## config.mk

```make
export PLATFORM = sky130hd
export DESIGN_NAME = button_debouncer
export DESIGN_NICKNAME = d
export VERILOG_FILES = /design/src/rtl/button_debouncer.sv
export SDC_FILE = /design/constraint.sdc
export NUM_CORES = 1
export LEC_CHECK = 0
export ABC_AREA = 1
export CELL_PAD_IN_SITES_DETAIL_PLACEMENT = 1
export CELL_PAD_IN_SITES_GLOBAL_PLACEMENT = 1
export CORE_MARGIN = 3
export CORE_UTILIZATION = 31
export CTS_CLUSTER_DIAMETER = 80
export DETAILED_ROUTE_END_ITERATION = 10
export PLACE_DENSITY_LB_ADDON = 0.15
export SYNTH_ARGS = -nofsm -noshare
export SYNTH_HDL_FRONTEND = slang
export SYNTH_SLANG_ARGS = --single-unit
```

## constraint.sdc

```tcl
create_clock -name clk -period 1.1 [get_ports clk]
set_input_delay 0.275 -clock clk [delete_from_list [all_inputs] [get_ports clk]]
set_output_delay 0.275 -clock clk [all_outputs]
set_load 0.03 [all_outputs]
```

## src/rtl/button_debouncer.sv

```systemverilog
//------------------------------------------------------------------------------
// button_debouncer : push-button debouncer driving an external countdown timer
// Revision: 1.0
//------------------------------------------------------------------------------
`default_nettype none

module button_debouncer #(
  parameter int ACTIVE_LOW  = 1,
  parameter int SYNC_STAGES = 2,
  parameter int COUNT_WIDTH = 8
) (
  input  logic                   clk,
  input  logic                   reset,
  input  logic                   enable,
  input  logic                   button_in,
  input  logic                   timer_done,
  input  logic                   count_clear,
  output logic                   timer_start,
  output logic                   timer_clear_n,
  output logic                   button_level,
  output logic                   press_pulse,
  output logic                   release_pulse,
  output logic [COUNT_WIDTH-1:0] press_count
);

  typedef enum logic [1:0] {
    RELEASED     = 2'd0,
    PRESS_WAIT   = 2'd1,
    PRESSED      = 2'd2,
    RELEASE_WAIT = 2'd3
  } state_t;

  localparam logic [COUNT_WIDTH-1:0] c_one = {{(COUNT_WIDTH-1){1'b0}}, 1'b1};

  logic                   w_btn_raw;
  logic                   w_btn_s;
  logic [SYNC_STAGES-1:0] r_sync;
  state_t                 r_state;
  logic                   r_timer_start;
  logic                   r_timer_clear_n;
  logic                   r_button_level;
  logic                   r_press_pulse;
  logic                   r_release_pulse;
  logic [COUNT_WIDTH-1:0] r_press_count;

  // Polarity is normalised before synchronisation so btn_s is always 1 = pressed.
  generate
    if (ACTIVE_LOW != 0) begin : g_active_low
      assign w_btn_raw = ~button_in;
    end else begin : g_active_high
      assign w_btn_raw = button_in;
    end
  endgenerate

  assign w_btn_s = r_sync[SYNC_STAGES-1];

  always_ff @(posedge clk or posedge reset) begin
    if (reset) begin
      r_sync <= '0;
    end else begin
      r_sync <= {r_sync[SYNC_STAGES-2:0], w_btn_raw};
    end
  end

  always_ff @(posedge clk or posedge reset) begin
    if (reset) begin
      r_state         <= RELEASED;
      r_timer_start   <= 1'b0;
      r_timer_clear_n <= 1'b1;
      r_button_level  <= 1'b0;
      r_press_pulse   <= 1'b0;
      r_release_pulse <= 1'b0;
      r_press_count   <= '0;
    end else begin
      r_timer_start   <= 1'b0;
      r_timer_clear_n <= 1'b1;
      r_press_pulse   <= 1'b0;
      r_release_pulse <= 1'b0;

      if (count_clear) begin
        r_press_count <= '0;
      end

      if (enable) begin
        case (r_state)
          RELEASED: begin
            if (w_btn_s) begin
              r_timer_start <= 1'b1;
              r_state       <= PRESS_WAIT;
            end
          end
          PRESS_WAIT: begin
            // A bounce beats a coincident timer_done.
            if (!w_btn_s) begin
              r_timer_clear_n <= 1'b0;
              r_state         <= RELEASED;
            end else if (timer_done) begin
              r_state        <= PRESSED;
              r_button_level <= 1'b1;
              r_press_pulse  <= 1'b1;
              if (!count_clear) begin
                r_press_count <= r_press_count + c_one;
              end
            end
          end
          PRESSED: begin
            if (!w_btn_s) begin
              r_timer_start <= 1'b1;
              r_state       <= RELEASE_WAIT;
            end
          end
          RELEASE_WAIT: begin
            if (w_btn_s) begin
              r_timer_clear_n <= 1'b0;
              r_state         <= PRESSED;
            end else if (timer_done) begin
              r_state         <= RELEASED;
              r_button_level  <= 1'b0;
              r_release_pulse <= 1'b1;
            end
          end
          default: r_state <= RELEASED;
        endcase
      end
    end
  end

  assign timer_start   = r_timer_start;
  assign timer_clear_n = r_timer_clear_n;
  assign button_level  = r_button_level;
  assign press_pulse   = r_press_pulse;
  assign release_pulse = r_release_pulse;
  assign press_count   = r_press_count;

endmodule

`default_nettype wire

```

# Word-level counts from Yosys, hierarchy flattened
# Cells that the tools add are included.
dict set report totals {
  ff_bits 17
  inputBits 6
  output_inout_bits 13
  word_cells 56
}
dict set report op_classes {
  add_sub_neg 1
  eq_ne 11
  mux 31
  bitwise 1
  n_reduce_logical 4
}
# op count
set ops {}
lappend ops {{2-to-1 mux 8 bit} 6}
lappend ops {{2-to-1 mux 1 bit} 15}
lappend ops {{2-to-1 mux 2 bit} 6}
lappend ops {{!= test 2 bit, second input constant} 6}
lappend ops {{adder 8 x 1 -> 8 bit, second input constant} 1}
lappend ops {{one-hot mux 2 bit (4 select lines)} 1}
lappend ops {{!= test 3 bit, second input constant} 2}
lappend ops {{one-hot mux 1 bit (2 select lines)} 3}
lappend ops {{AND reduction 6 bit} 1}
lappend ops {{AND reduction 5 bit} 1}
lappend ops {{== test 2 bit, second input constant} 2}
lappend ops {{== test 2 x 1 -> 1 bit, second input constant} 1}
lappend ops {{logical NOT 2 bit} 1}
lappend ops {{nonzero test 2 bit} 1}
lappend ops {{inverter 1 bit} 1}

# Longest topological paths before layout
# Gate-level depths: netlist of run 1.
dict set report logic_depth {
  ltp_word 6
  ltp_mapped 7
  mapped_depth_nobuf 7
}

# Worst setup path after synthesis of run 1
# No wires, ideal clock.
dict set report synth_timing {
  kind {flip-flop to flip-flop}
  start {reg r_press_count[0] (netlist: press_count[0])}
  end {reg r_press_count[6] (netlist: press_count[6])}
  setup_ns 0.118
  t_arrival_ns 1.191
  required_ns 0.982
  slack_ns -0.209
  stages_incl_launch_ff 7
  path_buffers 0
  period_less_slack_ns 1.309
  path_cell_list {dfrtp_1 -> ha_1 -> inv_1 -> nor2_1 -> nand3_1 -> o21bai_1 -> nor2_1}
}
dict set report synth_between {
  elab_chain_len 6
}
# item line_no
set synth_rtl {}
lappend synth_rtl {{start, declared} 44} ;# logic [COUNT_WIDTH-1:0] r_press_count;
lappend synth_rtl {{start signal, assigned} 102} ;# r_press_count <= r_press_count + c_one;
lappend synth_rtl {{adder 8 x 1 -> 8 bit} 102}
lappend synth_rtl {{2-to-1 mux 8 bit} 101} ;# if (!count_clear) begin
lappend synth_rtl {{2-to-1 mux 8 bit} 97} ;# end else if (timer_done) begin
lappend synth_rtl {{2-to-1 mux 8 bit} 94} ;# if (!w_btn_s) begin
lappend synth_rtl {{2-to-1 mux 8 bit} 85} ;# case (r_state)
lappend synth_rtl {{2-to-1 mux 8 bit} 84} ;# if (enable) begin
# Every way passes these cells.
# A chain may end at the register's enable or synchronous reset.

# Worst setup path after layout of run 1
dict set report layout_timing {
  start {reg r_press_count[2] (netlist: press_count[2])}
  end {out press_count[2]}
}
# item line_no
set layout_rtl {}
lappend layout_rtl {{end, declared} 23} ;# output logic [COUNT_WIDTH-1:0] press_count
# No word-level cell between the ends.

==> flow_summary.toml, run 1 <==
[synthesis]
yosys.cell_types.count = 21
syn-instance-count = 103
syn_area_um2 = 822.0
synth_edf_count = 0
synth_area_leader_cell = "dfrtp_1"
synth.top_cell.area_share_pct = 48.71
synth-main-ff-cell = "dfrtp_1"
yosysMostFrequentCell = "nand2_1"
async_reset_ff_share_pct = 100.0
synth-seq-area-share_pct = 51.90
synth_area_per_cell_um2 = 7.981
yosys_warnings = 0
synth.net_count = 110
synth_seq_cells = 17
synthTopCellsByCount = "23 x nand2_1, 17 x inv_1, 16 x dfrtp_1, 15 x nor2_1, 9 x nand3_1"
synth_area_leaders = "dfrtp_1 49%, nand2_1 11%, inv_1 7.8%"

[critical_path]
slowest_delay_ns = 0.44
cp_cell_sequence = "buf_6 -> buf_6"
cp.required_ns = 0.82
arrival_ns = 0.97
slowest_stage = "dfrtp_2"
cp-start-kind = "register"
cp_common_cell = "buf_6"
critical_path_class = "register to output pin"
path_max_fanout = 2
crit_path_end_kind = "output pin"

[drt]
first_pass_iters = 4
postRouteAntennaNets = 0
drcViolationCount = 0
drtIter0Drc = 17
via_per_inst = 4.733
routed-via-count = 852
wl_um = 2643
post_drt_wl_per_cell_um = 14.68

[die]
pin_count = 19
dieWidth_um = 57.50
die_h_um = 57.50
num_rows = 18
start_util_pct = 32.88
die_area_um2 = 3306
design.core.area_um2 = 2500

[global_route]
grt_pass1_wl_um = 4319
grt-ovfl-total = 0
grt_max_degree = 18
antenna_found_initial = 0
grt_pass1_vias = 951
grtUsageTotal_pct = 16.95

[layout]
final_nets = 158
synthToLayoutAreaGrowth_pct = 81.28
final_cells = 180
num_antenna_cells = 0
fillers = 288
fin_area_um2 = 1490
drive_above_1_share_pct = 56.67

[sta]
setup_viol = 22
maxSlewHeadroom_pct = 79.94
fmax_ghz = 0.8016
hold_violations = 0
fin_crit_sh_pct = 113.4
clock_skew_ns = 0.004807
timing.final.max_slew_violations = 0
tightest_slew_ns = 0.3006
setup_ws_ns = -0.1475
rsz0062_at_grt = "true"
final_period_minus_worst_setup_slack_ns = 1.247

[place]
post-place-cells = 163
port_buffers = 18
pre_cts_slack_ns = -0.5368
finalWeightedCongestion = 0.7575
dp_hpwl_um = 1654
post_dp_cell_area_um2 = 1135

[pwr]
ir_drop_mv = 1.116
p_leak_uw = 0.0007234
power_density_nw_per_um2 = 1471

[run]
maxCapViolCount = 0

[clocking]
tritoncts = "built"
cts_hold_buf = 0
htreeDepth = 1
root_buffer = "clkbuf_4"
clkTransAtPathRegs_ns = 0.11
clock_sinks = 17
clk_latency_ns = 0.29
cts_inserted_buffers = 3
clk_path_buf_depth = 2

[outcome]
violations = "setup timing"
status = "complete, but fails checks"

[worst_hold_path]
hp-class = "primary input to async pin"
-- worst paths after layout --
path | from | endpoint | slack [ns] | depth (start not counted)
worst max-delay path | press_count[2]$_DFF_PP0_ | press_count[2] | -0.15 | 2
worst min-delay path | reset | press_count[2]$_DFF_PP0_ | 0.29 | 3
worst max register to register | r_state[0]$_DFFE_PP0P_ | press_count[3]$_DFF_PP0_ | -0.10 | 7
worst min register to register | r_sync[0]$_DFF_PP0_ | r_sync[1]$_DFF_PP0_ | 0.37 | 0
max in group asynchronous | reset | timer_clear_n$_DFF_PP1_ | 0.60 | 3
min in group clk | r_sync[0]$_DFF_PP0_ | r_sync[1]$_DFF_PP0_ | 0.37 | 0
-- state kept, by name, summed over array words and instances (netlist names), named ones only --
name / cells
release_pulse: 1
button_level: 1
timer_clear_n: 1
timer_start: 1
press_pulse: 1
r_state: 1
press_count: 8
r_sync: 2
-- routing by layer --
metal,vias up,track usage (%),wire (um)
li1,417,-,-
met1,420,21.40,1079
met2,13,29.35,1476
met3,2,2.941,66
met4,0,4.967,20
met5,-,0,0
-- repair_timing --
item / 4_1_cts / 5_1_grt
setup endpoints to repair: 26 / 27
pin swaps: 13 / 13
gates resized for setup: 48 / 18
setup buffers: 10 / 3
-- report_power, final --
part | internal [uW] | total [uW] | switching, uW
registers | 728 | 837 | 109
logic | 427 | 996 | 569
clock network | 141 | 358 | 217
total | 1300 | 2190 | 895
-- critical path: cells and delay by family (launching register included) --
| kind | cells | cell delay (ns) |
|---|---|---|
| buffers and inverters | 2 | 0.25 |
| flip-flops | 1 | 0.44 |
-- cell families after synthesis --
group | Yosys count | share of synthesized area [%]
buf+inv | 19 | 8.676
fa+ha+maj | 1 | 1.522
simple gates | 59 | 33.33
compound gates | 7 | 4.565
flops | 17 | 51.90
-- cell type report --
cell class                 count  area [um^2]  area share (%)
multi-input combinational     67        489.2           32.83
timing repair buffer          43        427.9           28.72
sequential                    17        435.4           29.22
tap                           30        37.54           2.519
inverter                      19        73.82           4.954
clock buffer                   4        26.28           1.763
-- cells in the final DEF (no fill, tap or decap) --
cell,netlist,layout
nand2_2,2,6
clkbuf_1,0,1
nor2_2,1,2
inv_4,0,1
o21ai_2,0,2
nor4_2,0,1
inv_2,2,4
o21ai_4,0,1
nand3_2,0,4
dlygate4sd2_1,0,2
clkbuf_4,0,3
nand3_1,9,3
nand4_1,2,2
buf_12,0,1
nor2_1,15,11
buf_6,0,22
dfrtp_2,0,7
or2_4,0,1
a21oi_1,2,2
nor3_2,1,1
dfrtp_1,16,9
dfstp_2,1,1
nor2_4,1,4
inv_1,17,14
o21ai_0,3,1
ha_4,0,1
nand2_4,1,4
clkdlybuf4s50_1,0,3
nand3_4,0,2
o21bai_1,1,1
nor3_4,0,2
buf_4,0,15
nand2_1,23,16
-- metrics by stage --
| stage | hold WS [ns] | util, % | total power, uW | TNS [ns] |
|---|---|---|---|---|
| final | 0.2904 | 59.61 | 2191 | -1.529 |
| after global routing | 0.2941 | 59.61 | 2328 | -3.117 |
| after CTS | 0.3060 | 56.21 | 2041 | -1.117 |
| after detailed placement | 0.3416 | 45.40 | 1422 | -5.467 |
| after global placement | 0.3328 | 45.40 | 1392 | -5.081 |
| after floorplan | 0.2001 | - | 1158 | -0.05886 |
(Power assumes the default switching activity.)
==> run 2, diff against run 1 <==
- CORE_MARGIN: 3 -> 5
==> flow_summary.toml, run 2 (synthesis gave the netlist of run 1 again) <==
[outcome]
status = "complete, but fails checks"
violations = "setup timing"

[clocking]
cts_inserted_buffers = 3
htreeDepth = 1
clkTransAtPathRegs_ns = 0.11
root_buffer = "clkbuf_4"
tritoncts = "built"
clk_latency_ns = 0.30
clk_path_buf_depth = 2
clock_sinks = 17

[global_route]
grt-ovfl-total = 0
antenna_found_initial = 0
grt_max_degree = 18
grtUsageTotal_pct = 16.92
grt_pass1_vias = 896
grt_pass1_wl_um = 4422

[layout]
fillers = 277
drive_above_1_share_pct = 54.49
final_cells = 186
largest_reg_flops = 8
synthToLayoutAreaGrowth_pct = 85.69
num_antenna_cells = 0
layout_commonest_cell = "buf_6"
final_nets = 164
fin_util_pct = 61.06
mostFrequentLayoutCells = "22 x buf_6, 21 x buf_4, 19 x nand2_1"

[place]
pre_cts_slack_ns = -0.5190
finalWeightedCongestion = 0.7511
post-place-cells = 163
port_buffers = 18
dp_hpwl_um = 1735

[sta]
rsz0062_at_grt = "true"
final_period_minus_worst_setup_slack_ns = 1.245
fin_crit_sh_pct = 113.2
hold_violations = 0
fmax_ghz = 0.8030
tightest_slew_ns = 0.2663
maxSlewHeadroom_pct = 82.23
setup_ws_ns = -0.1454
hold_ws_ns = 0.2960
clock_skew_ns = 0.004955
timing.final.max_slew_violations = 0
setup_viol = 25

[critical_path]
rrSetupSlack_ns = -0.12
critical_path_class = "register to output pin"
crit_path_end_kind = "output pin"
cp_common_cell = "buf_6"
path_max_fanout = 2
slowest_stage = "dfrtp_2"
arrival_ns = 0.97
cp-start-kind = "register"
ff2ff_path_depth = 5
cp.required_ns = 0.82
slowest_delay_ns = 0.42
cp_cell_sequence = "buf_6 -> buf_6"
r2r_end = "button_level$_DFFE_PP0P_"

[pwr]
p_comb_share_pct = 48.7
ir_drop_mv = 1.351
power_density_nw_per_um2 = 1532
cellInternalPower_uw = 1418
netSwitchingPower_uw = 920.9
p_clk_share_pct = 15.4
p_leak_uw = 0.0007696
p_seq_share_pct = 35.9
netSwitchingFraction_pct = 39.38

[worst_hold_path]
hp-class = "primary input to async pin"

[drt]
drtIter0Drc = 12
post_drt_wl_per_cell_um = 14.75
wl_um = 2743
first_pass_iters = 4
postRouteAntennaNets = 0
drcViolationCount = 0
routed-via-count = 859
via_per_inst = 4.618

[run]
maxCapViolCount = 0

[die]
design.core.area_um2 = 2500
pin_count = 19
dieWidth_um = 61.50
die_area_um2 = 3782
die_h_um = 61.50
num_rows = 18
start_util_pct = 32.88
-- run 2: cell types whose count changed in the layout (fill, tap and decap cells not counted), moves of 2 or more --
| cell | previous run | this run |
|---|---|---|
| buf_4 | 15 | 21 |
| inv_4 | 1 | 3 |
| o21ai_1 | 0 | 2 |
| nand2_1 | 16 | 19 |
| inv_2 | 4 | 2 |
| nand2_2 | 6 | 2 |
-- run 2: final cells by class --
class | instances | area, um^2 | share of cell area (%)
repair buffers | 49 | 473.0 | 30.98
well taps | 30 | 37.54 | 2.459
multi-input cells | 67 | 476.7 | 31.23
inverters | 19 | 78.83 | 5.164
clock buffers | 4 | 26.28 | 1.721
flip-flops and latches | 17 | 434.2 | 28.44
-- run 2: power groups by stage --
stage / sequential (uW) / clock [uW] / combinational [uW]
2_1_floorplan: 914 / 0 / 244
3_3_place_gp: 802 / 0 / 593
3_5_place_dp: 814 / 0 / 616
4_1_cts: 836 / 374 / 911
5_1_grt: 848 / 395 / 1220
6_report: 839 / 360 / 1140
-- run 2: routing by layer --
layer | part of all wire, % | GRT usage [%]
met5 | 0 | 0
met4 | 2.1 | 7.273
met3 | 2.7 | 4.193
met2 | 55 | 30.19
met1 | 40 | 18.93
-- run 2: repair_timing --
action	4_1_cts	5_1_grt
gates resized for setup	57	6
buffers inserted	11	8
pin swaps	12	16
endpoints found under the setup margin	25	27
hold buffers	0	0
-- run 2: worst max path at each step --
stage	slack, ns	from	end
2_1_floorplan	-0.06	press_count[0]$_DFF_PP0_	press_count[6]$_DFF_PP0_
3_3_place_gp	-0.46	enable	press_count[2]$_DFF_PP0_
3_5_place_dp	-0.52	enable	press_count[2]$_DFF_PP0_
4_1_cts	-0.16	press_count[2]$_DFF_PP0_	press_count[2]
5_1_grt	-0.20	press_count[0]$_DFF_PP0_	press_count[2]$_DFF_PP0_
6_report	-0.15	press_count[3]$_DFF_PP0_	press_count[3]
-- run 2: per-stage QoR --
step / cell area, um^2 / setup TNS, ns / total power [uW]
global route: 1526 / -3.223 / 2463
global placement: 1135 / -5.108 / 1395
floorplan: 847.1 / -0.05886 / 1158
CTS: 1441 / -1.588 / 2122
detailed placement: 1135 / -5.459 / 1431
finish: 1526 / -1.692 / 2339
-- run 2: worst max-delay path: cells and delay by family (launching register included) --
family	cells	cell delay, ns
buf+inv	2	0.25
flops	1	0.42
==> run 3, diff against run 2 <==
- PLACE_DENSITY_LB_ADDON: 0.15 -> 0.25
==> flow_summary.toml, run 3 (synthesis gave the netlist of run 1 again) <==
[outcome]
status = "complete, but fails checks"
violations = "setup timing"

[sta]
final_period_minus_worst_setup_slack_ns = 1.272
tightest_slew_ns = 0.2906
clock_skew_ns = 0.007043
setup_tns_ns = -2.017
maxSlewHeadroom_pct = 80.61
rsz0062_at_grt = "true"
fin_crit_sh_pct = 115.6
timing.final.max_slew_violations = 0
fmax_ghz = 0.7864
hold_violations = 0
setup_viol = 24
setup_ws_ns = -0.1716

[drt]
post_drt_wl_per_cell_um = 17.81
postRouteAntennaNets = 0
drtIter0Drc = 18
drcViolationCount = 0
via_per_inst = 5.016
routed-via-count = 923
first_pass_iters = 4
wl_um = 3277

[die]
design.core.area_um2 = 2500
start_util_pct = 32.88
die_h_um = 61.50
num_rows = 18
die_area_um2 = 3782
dieWidth_um = 61.50
pin_count = 19

[layout]
layout_commonest_cell = "buf_6"
fillers = 281
final_nets = 162
synthToLayoutAreaGrowth_pct = 92.69
mostFrequentLayoutCells = "24 x buf_6, 16 x nand2_1, 15 x buf_4"
num_antenna_cells = 0
largest_reg_flops = 8
drive_above_1_share_pct = 58.44

[pwr]
p_leak_uw = 0.0007749
power_density_nw_per_um2 = 1498
p_total_uw = 2372
ir_drop_mv = 1.288

[clocking]
clock_sinks = 17
cts_hold_buf = 0
htreeDepth = 1
root_buffer = "clkbuf_4"
clk_path_buf_depth = 2
cts_inserted_buffers = 3
tritoncts = "built"
clkTransAtPathRegs_ns = 0.11
clk_latency_ns = 0.31

[critical_path]
path_max_fanout = 5
cp-start-kind = "register"
crit_path_end_kind = "register"
r2r-start = "press_count[4]$_DFF_PP0_"
slowest_delay_ns = 0.39
cp_num_cells = 7
critPathBufInv = 1
slowest_stage = "dfrtp_2"
cp_cell_sequence = "buf_4 -> nand2_1 -> nor2_1 -> nand3_2 -> nand2_2 -> nand2_1 -> nor2_1"
critical_path_class = "register to register"
ff2ff_path_depth = 7
arrival_ns = 1.52
crit_start = "press_count[4]$_DFF_PP0_"
cp.required_ns = 1.35
path_delay_family = "simple AND/OR/NAND/NOR gates"

[global_route]
grt_pass1_wl_um = 4457
grtUsageTotal_pct = 16.27
grt-ovfl-total = 0
grt_max_degree = 18
antenna_found_initial = 0
grt_pass1_vias = 950

[worst_hold_path]
hp-class = "primary input to async pin"

[place]
pre_cts_slack_ns = -0.5101
finalWeightedCongestion = 0.7827
port_buffers = 18
dp_hpwl_um = 1728

[run]
maxCapViolCount = 0
-- run 3: cell count changes in the layout (fill, tap and decap cells not counted), moves of 2 or more --
cell     previous run  this run
buf_12              1         3
buf_4              21        15
buf_6              22        24
nand2_1            19        16
nand2_2             2         4
o21ai_1             2         0
-- run 3: what timing repair did --
action / in CTS / in global routing
gates resized for setup: 47 / 29
pin swaps: 13 / 13
setup endpoints to repair: 26 / 27
setup buffers: 9 / 7
-- run 3: layout make-up --
type / instances / area [um^2] / area share, %
inverter: 19 / 81.33 / 5.134
multi-input combinational: 67 / 513.0 / 32.39
sequential: 17 / 435.4 / 27.49
clock buffer: 4 / 26.28 / 1.659
tap: 30 / 37.54 / 2.370
timing repair buffer: 47 / 490.5 / 30.96
-- run 3: worst min-delay path: stages --
cell and delay [ns]:
clkdlybuf4s50_1 0.40, inv_1 0.09, buf_12 0.16
-- run 3: layer usage --
layer	part of all wire (%)	track usage, %
met5	0	0
met4	3.9	7.273
met3	4.2	3.774
met2	54	28.85
met1	38	18.40
-- run 3: final timing paths --
check,to,slack (ns)
min reg2reg,r_sync[1]$_DFF_PP0_,0.38
min,press_count[3]$_DFF_PP0_,0.27
max reg2reg,press_count[7]$_DFF_PP0_,-0.17
max in group asynchronous,timer_clear_n$_DFF_PP1_,0.63
max,press_count[7]$_DFF_PP0_,-0.17
min in group clk,r_sync[1]$_DFF_PP0_,0.38
-- run 3: power by group --
group / switching, uW / internal (uW) / total, uW
Clock: 229 / 142 / 370
Combinational: 622 / 531 / 1150
Sequential: 121 / 728 / 849
Total: 971 / 1400 / 2370
-- run 3: metrics by stage --
| stage | cell area (um^2) | hold WS [ns] | instances | util [%] |
|---|---|---|---|---|
| after floorplan | 847.1 | 0.2001 | 103 | - |
| after global placement | 1142 | 0.3348 | 164 | 45.70 |
| after detailed placement | 1142 | 0.3418 | 164 | 45.70 |
| after CTS | 1393 | 0.2808 | 177 | 55.71 |
| after global routing | 1584 | 0.2822 | 184 | 63.36 |
| final | 1584 | 0.2684 | 184 | 63.36 |
